File: config.mk
export PLATFORM = sky130hd
export DESIGN_NAME = sobel_edge_flat
export DESIGN_NICKNAME = d
export VERILOG_FILES = /design/src/rtl/sobel_edge_pkg.sv /design/src/rtl/sobel_edge_if.sv /design/src/rtl/sobel_line_buf.sv /design/src/rtl/sobel_edge.sv /design/src/flat_wrapper.sv
export SDC_FILE = /design/constraint.sdc
export NUM_CORES = 2
export LEC_CHECK = 0
export CAP_MARGIN = 20
export CORE_MARGIN = 2
export CORE_UTILIZATION = 45
export DETAILED_ROUTE_END_ITERATION = 7
export RECOVER_POWER = 100
export SLEW_MARGIN = 20
export SYNTH_ARGS = -nofsm -noshare
export SYNTH_HDL_FRONTEND = slang
export SYNTH_SLANG_ARGS = --single-unit
File: constraint.sdc
create_clock -name sys_clk -period 14.5 [get_ports sys_clk]
set_clock_uncertainty 0.2 [all_clocks]
set_input_delay 2.9 -clock sys_clk [delete_from_list [all_inputs] [get_ports sys_clk]]
set_output_delay 2.9 -clock sys_clk [all_outputs]
set_load 0.01 [all_outputs]
File: src/rtl/sobel_edge_pkg.sv
// Shared pixel-stream definitions for the UART -> Sobel -> VGA frame path.
// Also holds the gradient helpers used by the edge detector.
package edge_pkg;
  localparam int COL_MAX   = 180;
  localparam int ROW_MAX   = 180;
  localparam int PIX_W     = 8;
  localparam int FRAME_PIX = COL_MAX * ROW_MAX;

  localparam logic [PIX_W-1:0] EDGE_ON  = 8'hFF;
  localparam logic [PIX_W-1:0] EDGE_OFF = 8'h00;

  typedef logic        [PIX_W-1:0] pix_t;
  typedef logic signed [10:0]      grad_t;
  typedef logic        [10:0]      mag_t;

  // (a + 2b + c) - (d + 2e + f); the worst case of +/-1020 fits in 11 signed bits
  function automatic grad_t sobel_diff(input pix_t a, input pix_t b, input pix_t c,
                                       input pix_t d, input pix_t e, input pix_t f);
    grad_t pos;
    grad_t neg;
    pos = $signed({3'b000, a}) + $signed({2'b00, b, 1'b0}) + $signed({3'b000, c});
    neg = $signed({3'b000, d}) + $signed({2'b00, e, 1'b0}) + $signed({3'b000, f});
    return pos - neg;
  endfunction

  function automatic mag_t abs_grad(input grad_t g);
    return g[10] ? mag_t'(-g) : mag_t'(g);
  endfunction
endpackage

File: src/rtl/sobel_edge_if.sv
// Pixel-in / edge-out stream bundle of the Sobel stage.
interface sobel_edge_if;
  import edge_pkg::*;

  pix_t pi_data;
  logic pi_flag;
  pix_t po_data;
  logic po_flag;
  logic po_frame_done;

  modport master (output pi_data, output pi_flag,
                  input  po_data, input  po_flag, input po_frame_done);
  modport slave  (input  pi_data, input  pi_flag,
                  output po_data, output po_flag, output po_frame_done);
endinterface

File: src/rtl/sobel_line_buf.sv
// One image line of storage: asynchronous read, synchronous write.
module sobel_line_buf #(
  parameter int DEPTH = 180,
  parameter int WIDTH = 8
) (
  input  logic                     clk,
  input  logic                     we,
  input  logic [$clog2(DEPTH)-1:0] addr,
  input  logic [WIDTH-1:0]         din,
  output logic [WIDTH-1:0]         dout
);
  logic [WIDTH-1:0] mem [DEPTH];

  always_ff @(posedge clk) begin
    if (we) begin
      mem[addr] <= din;
    end
  end

  // Same-cycle read returns the pre-write contents
  assign dout = mem[addr];
endmodule

File: src/rtl/sobel_edge.sv
// Streaming 3x3 Sobel edge detector: two line buffers, a 3x3 window,
// registered gradients and a threshold stage (3 cycles pixel-in to edge-out).
module sobel_edge #(
  parameter int         COL_MAX   = edge_pkg::COL_MAX,
  parameter int         ROW_MAX   = edge_pkg::ROW_MAX,
  parameter logic [10:0] THRESHOLD = 11'd100
) (
  input  logic         sys_clk,
  input  logic         sys_rst_n,
  sobel_edge_if.slave  io
);
  import edge_pkg::*;

  localparam int COL_W = $clog2(COL_MAX);
  localparam int ROW_W = $clog2(ROW_MAX);
  localparam logic [COL_W-1:0] COL_LAST = COL_W'(COL_MAX - 1);
  localparam logic [ROW_W-1:0] ROW_LAST = ROW_W'(ROW_MAX - 1);

  logic [COL_W-1:0] col_cnt_reg;
  logic [ROW_W-1:0] row_cnt_reg;
  logic             col_last;
  logic             row_last;

  assign col_last = (col_cnt_reg == COL_LAST);
  assign row_last = (row_cnt_reg == ROW_LAST);

  always_ff @(posedge sys_clk) begin
    if (!sys_rst_n) begin
      col_cnt_reg <= '0;
      row_cnt_reg <= '0;
    end else if (io.pi_flag) begin
      if (col_last) begin
        col_cnt_reg <= '0;
        row_cnt_reg <= row_last ? '0 : row_cnt_reg + 1'b1;
      end else begin
        col_cnt_reg <= col_cnt_reg + 1'b1;
      end
    end
  end

  // lb[0] holds row r-1, lb[1] holds row r-2; lb[1] is refilled from lb[0]
  pix_t lb_din  [2];
  pix_t lb_dout [2];

  assign lb_din[0] = io.pi_data;
  assign lb_din[1] = lb_dout[0];

  generate
    for (genvar gi = 0; gi < 2; gi++) begin : g_lb
      sobel_line_buf #(.DEPTH(COL_MAX), .WIDTH(PIX_W)) u_lb (
        .clk  (sys_clk),
        .we   (io.pi_flag),
        .addr (col_cnt_reg),
        .din  (lb_din[gi]),
        .dout (lb_dout[gi])
      );
    end
  endgenerate

  // win_reg[row][col]: row 0 = top (r-2), col 2 = newest column
  pix_t win_reg [3][3];
  pix_t new_col [3];
  logic v1_reg;
  logic last1_reg;

  assign new_col[0] = lb_dout[1];
  assign new_col[1] = lb_dout[0];
  assign new_col[2] = io.pi_data;

  always_ff @(posedge sys_clk) begin
    if (!sys_rst_n) begin
      for (int r = 0; r < 3; r++) begin
        for (int c = 0; c < 3; c++) begin
          win_reg[r][c] <= '0;
        end
      end
      v1_reg    <= 1'b0;
      last1_reg <= 1'b0;
    end else begin
      v1_reg    <= io.pi_flag && (col_cnt_reg >= COL_W'(2)) && (row_cnt_reg >= ROW_W'(2));
      last1_reg <= io.pi_flag && col_last && row_last;
      if (io.pi_flag) begin
        for (int r = 0; r < 3; r++) begin
          win_reg[r][0] <= win_reg[r][1];
          win_reg[r][1] <= win_reg[r][2];
          win_reg[r][2] <= new_col[r];
        end
      end
    end
  end

  grad_t gx_reg;
  grad_t gy_reg;
  logic  v2_reg;
  logic  last2_reg;

  always_ff @(posedge sys_clk) begin
    if (!sys_rst_n) begin
      gx_reg    <= '0;
      gy_reg    <= '0;
      v2_reg    <= 1'b0;
      last2_reg <= 1'b0;
    end else begin
      gx_reg    <= sobel_diff(win_reg[0][2], win_reg[1][2], win_reg[2][2],
                              win_reg[0][0], win_reg[1][0], win_reg[2][0]);
      gy_reg    <= sobel_diff(win_reg[2][0], win_reg[2][1], win_reg[2][2],
                              win_reg[0][0], win_reg[0][1], win_reg[0][2]);
      v2_reg    <= v1_reg;
      last2_reg <= v1_reg && last1_reg;
    end
  end

  mag_t mag;
  pix_t po_data_reg;
  logic po_flag_reg;
  logic po_frame_done_reg;

  assign mag = abs_grad(gx_reg) + abs_grad(gy_reg);

  always_ff @(posedge sys_clk) begin
    if (!sys_rst_n) begin
      po_data_reg       <= EDGE_OFF;
      po_flag_reg       <= 1'b0;
      po_frame_done_reg <= 1'b0;
    end else begin
      po_flag_reg       <= v2_reg;
      po_frame_done_reg <= last2_reg;
      if (v2_reg) begin
        po_data_reg <= (mag >= THRESHOLD) ? EDGE_ON : EDGE_OFF;
      end
    end
  end

  assign io.po_data       = po_data_reg;
  assign io.po_flag       = po_flag_reg;
  assign io.po_frame_done = po_frame_done_reg;
endmodule

File: src/flat_wrapper.sv
// flat-port wrapper written by rule: the top's interface ports become plain ports
module sobel_edge_flat import edge_pkg::*;
#(
  parameter int         COL_MAX   = edge_pkg::COL_MAX,
  parameter int         ROW_MAX   = edge_pkg::ROW_MAX,
  parameter logic [10:0] THRESHOLD = 11'd100
)
  (sys_clk, sys_rst_n, io_pi_data, io_pi_flag, io_po_data, io_po_flag, io_po_frame_done);
  sobel_edge_if io_i ();
  input  logic sys_clk;
  input  logic sys_rst_n;
  input wire logic [$bits(io_i.pi_data)-1:0] io_pi_data;
  input wire logic [$bits(io_i.pi_flag)-1:0] io_pi_flag;
  output wire logic [$bits(io_i.po_data)-1:0] io_po_data;
  output wire logic [$bits(io_i.po_flag)-1:0] io_po_flag;
  output wire logic [$bits(io_i.po_frame_done)-1:0] io_po_frame_done;
  assign io_i.pi_data = io_pi_data;
  assign io_i.pi_flag = io_pi_flag;
  assign io_po_data = io_i.po_data;
  assign io_po_flag = io_i.po_flag;
  assign io_po_frame_done = io_i.po_frame_done;
  sobel_edge #(.COL_MAX(COL_MAX), .ROW_MAX(ROW_MAX), .THRESHOLD(THRESHOLD)) u_core (.sys_clk(sys_clk), .sys_rst_n(sys_rst_n), .io(io_i));
endmodule
[Yosys cells after proc, flatten, opt, wreduce, memory -nomap -nowiden]
Memories as Yosys holds them, arrays and structs flattened. A register that Yosys moved wholly into a read port is not among the register bits.
Index checks and enable logic that the tools add are counted.
Storage, ports and cells
  register bits: 52
  memory bits (writable): 2952
  input bits: 11
  memories: 3
Memory list
  u_core.g_lb[0].u_lb.mem: depth 180, width 8, read ports 1, clocked after memory_dff 1, write ports 1, RTL line sobel_line_buf.sv:12  | logic [WIDTH-1:0] mem [DEPTH];
  u_core.g_lb[1].u_lb.mem: depth 180, width 8, read ports 1, clocked after memory_dff 1, write ports 1, RTL line sobel_line_buf.sv:12
  u_core.win_reg: depth 3, width 24, read ports 3, clocked after memory_dff 0, write ports 3, RTL line sobel_edge.sv:61  | pix_t win_reg [3][3];
Cells by class
  add/subtract/negate cells: 15
  magnitude comparators: 3
  eq/ne operators: 2
  muxes and demuxes: 23
  bitwise gates (word level): 9
  reduce and logical (&&, ||, !) cells: 6
Operator list (count)
  $mux 8: 16
  $add 11x9->11: 4
  $add 8x9->10: 4
  $mux 11: 2
  $neg 11->11: 2
  $sub 11x11->11: 2
  $add 8x1->8 const B: 2
  $eq 8x8->1 const B: 2
  $ge 8x2->1 const B: 2
  $add 11x11->11: 1
  $ge 11x7->1 const B: 1
  $or 1x1->1: 9
  $logic_and 1x1->1: 5
  $mux 1: 5
  $reduce_and 2->1: 1

[Logic depth before layout (Yosys ltp)]
  depth after elaboration: 5
  mapped depth: 19

[By module]
Synthesis repeated with hierarchy kept, for this count alone.
Unflattened totals
  cells, all modules: 6111
  area total of the unflattened synthesis: 119763.6 µm²
Modules (own cells, without submodules)
  sobel_line_buf: times used 2, cells each 2716, area each 56216.4 µm², seq. area each 43241.5 µm²
  sobel_edge: times used 1, cells each 679, area each 7330.8 µm², seq. area each 3062.9 µm²

[Worst setup path before layout]
Ideal clock, no wire load.
  path type: register -> register
  start: register with a tool-made name
  end: memory u_core.g_lb[1].u_lb.mem[0][4] (data pin)
  arrival: 8.526 ns
  setup slack: 4.235 ns
  cell stages (with the launch flop): 10
  path buffers: 3
  clock period less this slack: 10.265 ns
  cell sequence: dfxtp_1 > buf_2 > clkinv_1 > buf_2 > nor2_1 > clkbuf_1 > o221ai_1 > a21oi_1 > nor4_1 > nor3_1
RTL lines (RTL line)
  end, declared: sobel_line_buf.sv:12

==> out/results.tsv <==
stage	metric	value	unit
run_status	status	finished, violations left	
run_status	failing checks	max-capacitance violations, max-slew violations	
drt	drt total wl	309000	um
place	Placed Area	124000	um^2
final_layout	share of cells above drive strength 1	21.8	%
clock_network	CTS tree	yes	
final_layout	Nets	6035	
floorplanning	Core Box Area	262000	um^2
floorplanning	die area	267000	um^2
timing	Tightest Pin Transition	6110	ps
clock_network	Root Buffer	clkbuf_16	
final_layout	max reg flops	2880	
final_layout	P&R area growth vs syn	12.4	%
logic_synthesis	top cells by count, synth	edfxtp_1, mux4_2, nor2_1	
floorplanning	Die X-Extent	517	um
setup_path	Setup crit end	u_core.g_lb[1].u_lb.mem[102][0]	
final_layout	register area	89700	um^2
global_routing	initial antenna violation count	12	
setup_path	CP Class	reg2reg	
power_and_ir_drop	combinational cell fraction of total power	8.7	%
place	Port Buffers	20	
flow_run	Max-cap violations	89	
logic_synthesis	number of synthesized flops with an enable pin	2952	
final_layout	Filler cells	20721	
power_and_ir_drop	Power Internal	15000	uW
drt	WL per Instance	32.0	um
clock_network	Max clock buf depth	4	
timing	setup_tns	0	ps
logic_synthesis	flops & latches, synth	3005	
clock_network	Clock transition at path regs	60	ps
logic_synthesis	synth top area cells	edfxtp_1, mux4_2, mux2i_1	
logic_synthesis	part of the Yosys area used for sequential elements	75.8	%
power_and_ir_drop	sequential share of power	50.3	%
power_and_ir_drop	PwrDens	146	nW/um^2
clock_network	CTS Sinks	3005	
setup_path	Worst Setup Start Kind	flop	
setup_path	CP Capture Type	flop	
global_routing	GRT Util Overall	23.1	%
drt	Pre-antenna DRT Iters	8	
logic_synthesis	Mean Syn Cell Area	21.2	um^2
logic_synthesis	Mapped Area	118000	um^2
power_and_ir_drop	Sw Share	22.8	%
timing	Fin. Hold Viols	0	
timing	Final Max Slew Viols	2741	
timing	min cycle time layout	9960	ps
floorplanning	row count	188	
timing	RSZ-0062 raised after global routing	false	
global_routing	first-pass GRT wire length	438000	um
clock_network	Clock Latency Late Sink	900	ps
floorplanning	die height	517	um
power_and_ir_drop	Clock power frac	41.0	%
setup_path	FF-to-FF setup slack	4540	ps
drt	Starting DRT DRC Count	7244	
logic_synthesis	Yosys top cell by area	edfxtp_1	
setup_path	FF-to-FF End	u_core.g_lb[1].u_lb.mem[102][0]	
global_routing	gr ovfl total	0	
drt	vias per cell	6.06	
clock_network	Setup Fix Bufs, Post-CTS	0	
power_and_ir_drop	Leak	0.0410	uW
clock_network	CTS Hold Bufs	0	
logic_synthesis	post-synth top area share	75.0	%
clock_network	post-CTS resize count	0	
final_layout	post-route cell area	133000	um^2
logic_synthesis	syn nets	5696	
setup_path	crit path DAT	10260	ps
drt	Routed Antenna Nets	0	
timing	slew margin rel.	-307	%
timing	FMAX	100	MHz
floorplanning	I/O pin cnt	21	
clock_network	H-tree Lvls	5	
drt	final routed DRC violation total	0	
global_routing	vias in the first global route	58577	
logic_synthesis	Netlist cell types	66	
logic_synthesis	Most used DFF post-synth	edfxtp_1	
setup_path	worst-case reg-to-reg path depth	11	
logic_synthesis	Synthesis Warnings	0	
power_and_ir_drop	Net Sw Power	4430	uW
place	DP HPWL	180000	um
logic_synthesis	FFs w/ async S/R, synth	0	%
drt	Via Count	58625	
global_routing	largest net degree at the start of global routing	123	
setup_path	Worst Path Max Fanout	72	
power_and_ir_drop	Pwr Total	19500	uW
logic_synthesis	top-count cell post-synth	edfxtp_1	
hold_path	HP Class	reg2reg	
place	GPL Wtd Cong	0.855	
timing	final setup vio count	0	
final_layout	area occupied by multi-input gates	26600	um^2
logic_synthesis	Synth Instances	5574	
power_and_ir_drop	peak supply drop	118	uV
floorplanning	starting density of the core	45.2	%
setup_path	worst path required time	14800	ps
clock_network	CTS Buf Count	323	
timing	crit share post-route	68.7	%
cell usage in the layout (no fill, tap or decap), types with 8 or more instances in the layout:
master / synthesis / routed
a211oi_1: 18 / 18
a21o_1: 12 / 12
a21oi_1: 95 / 95
a221oi_1: 30 / 30
a22o_1: 19 / 19
a22oi_1: 86 / 86
a31oi_1: 16 / 16
and3_1: 55 / 55
buf_12: 0 / 8
buf_4: 68 / 85
bufinv_16: 0 / 27
clkbuf_1: 110 / 272
clkbuf_16: 0 / 325
clkinv_1: 3 / 77
clkinv_2: 0 / 50
dfxtp_1: 53 / 48
dlygate4sd3_1: 0 / 10
edfxtp_1: 2952 / 2952
fa_1: 37 / 37
ha_1: 74 / 74
inv_1: 102 / 100
inv_6: 0 / 8
mux2i_1: 115 / 115
mux4_2: 748 / 748
nand2_1: 139 / 139
nand2b_1: 17 / 17
nand3_1: 40 / 40
nor2_1: 264 / 237
nor2_2: 1 / 27
nor2b_1: 29 / 25
nor3_1: 46 / 43
nor4_1: 20 / 18
o21ai_0: 46 / 53
o21ai_1: 15 / 8
o221ai_1: 18 / 18
o22ai_1: 51 / 51
o31ai_1: 10 / 10
xnor2_1: 44 / 44
xor2_1: 28 / 28
cells by family (layout without fill, tap and decap cells):
group	Yosys count	count (layout)	synth area share, %
adder cells (fa/ha/maj)	111	111	1.41
XOR/XNOR	72	72	0.533
multiplexers	869	869	15.3
flip-flops	3005	3005	75.8
AO/OA/AOI/OAI	462	462	2.64
buffers and inverters	408	993	1.80
other	0	5	0
AND/OR/NAND/NOR	647	647	2.49
through the flow:
stage	hold WS, ps	worst slack, ps	util, %	cells
4_1_cts	271	7670	51.1	9669
2_1_floorplan	212	4230	-	5574
3_3_place_gp	248	7580	47.2	9097
6_report	272	4540	50.8	9679
3_5_place_dp	259	7720	47.2	9098
5_1_grt	290	3690	50.8	9676
power groups by stage:
stage	registers, uW	logic, uW	clock network [uW]
floorplan	9970	1210	0
detailed placement	9960	1720	0
global placement	9960	1690	0
CTS	9780	1730	8100
finish	9790	1700	7980
global route	9800	1870	8430
layer usage:
metal / global-route usage [%] / vias to the layer above / wire (um)
met2: 36.1 / 2639 / 146000
met5: 0 / - / 20
li1: - / 23865 / -
met3: 4.82 / 479 / 26900
met1: 33.0 / 31640 / 128000
met4: 6.37 / 2 / 8750
final cells by class:
type | count | share of cell area [%]
Tap cell | 3515 | 3.31
Antenna cell | 5 | 0.00941
Sequential cell | 3005 | 67.5
Clock inverter | 180 | 1.30
Multi-Input combinational cell | 2161 | 20.0
Inverter | 105 | 0.298
Timing Repair Buffer | 317 | 1.31
Clock buffer | 391 | 6.32
how the worst min path moves through the flow:
stage	to	cells past startpoint	start	slack [ps]
6_report	u_core.last2_reg	1	u_core.last1_reg	270
4_1_cts	u_core.v2_reg	1	u_core.v1_reg	270
3_3_place_gp	u_core.last2_reg	1	u_core.last1_reg	250
2_1_floorplan	u_core.io.po_frame_done	1	u_core.last2_reg	210
5_1_grt	u_core.v2_reg	1	u_core.v1_reg	290
3_5_place_dp	u_core.v2_reg	1	u_core.v1_reg	260
worst max-delay path, cell delays in order (launching register included):
cell and delay [ps]:
dfxtp_1 1520, buf_4 820, clkbuf_1 2090, clkbuf_1 1680, mux4_2 670, a22oi_1 220
nand2_1 150, a22o_1 350, nor3_1 890, nor3_1 190, buf_4 290, buf_16 230
Power figures use the tool's default switching activity.
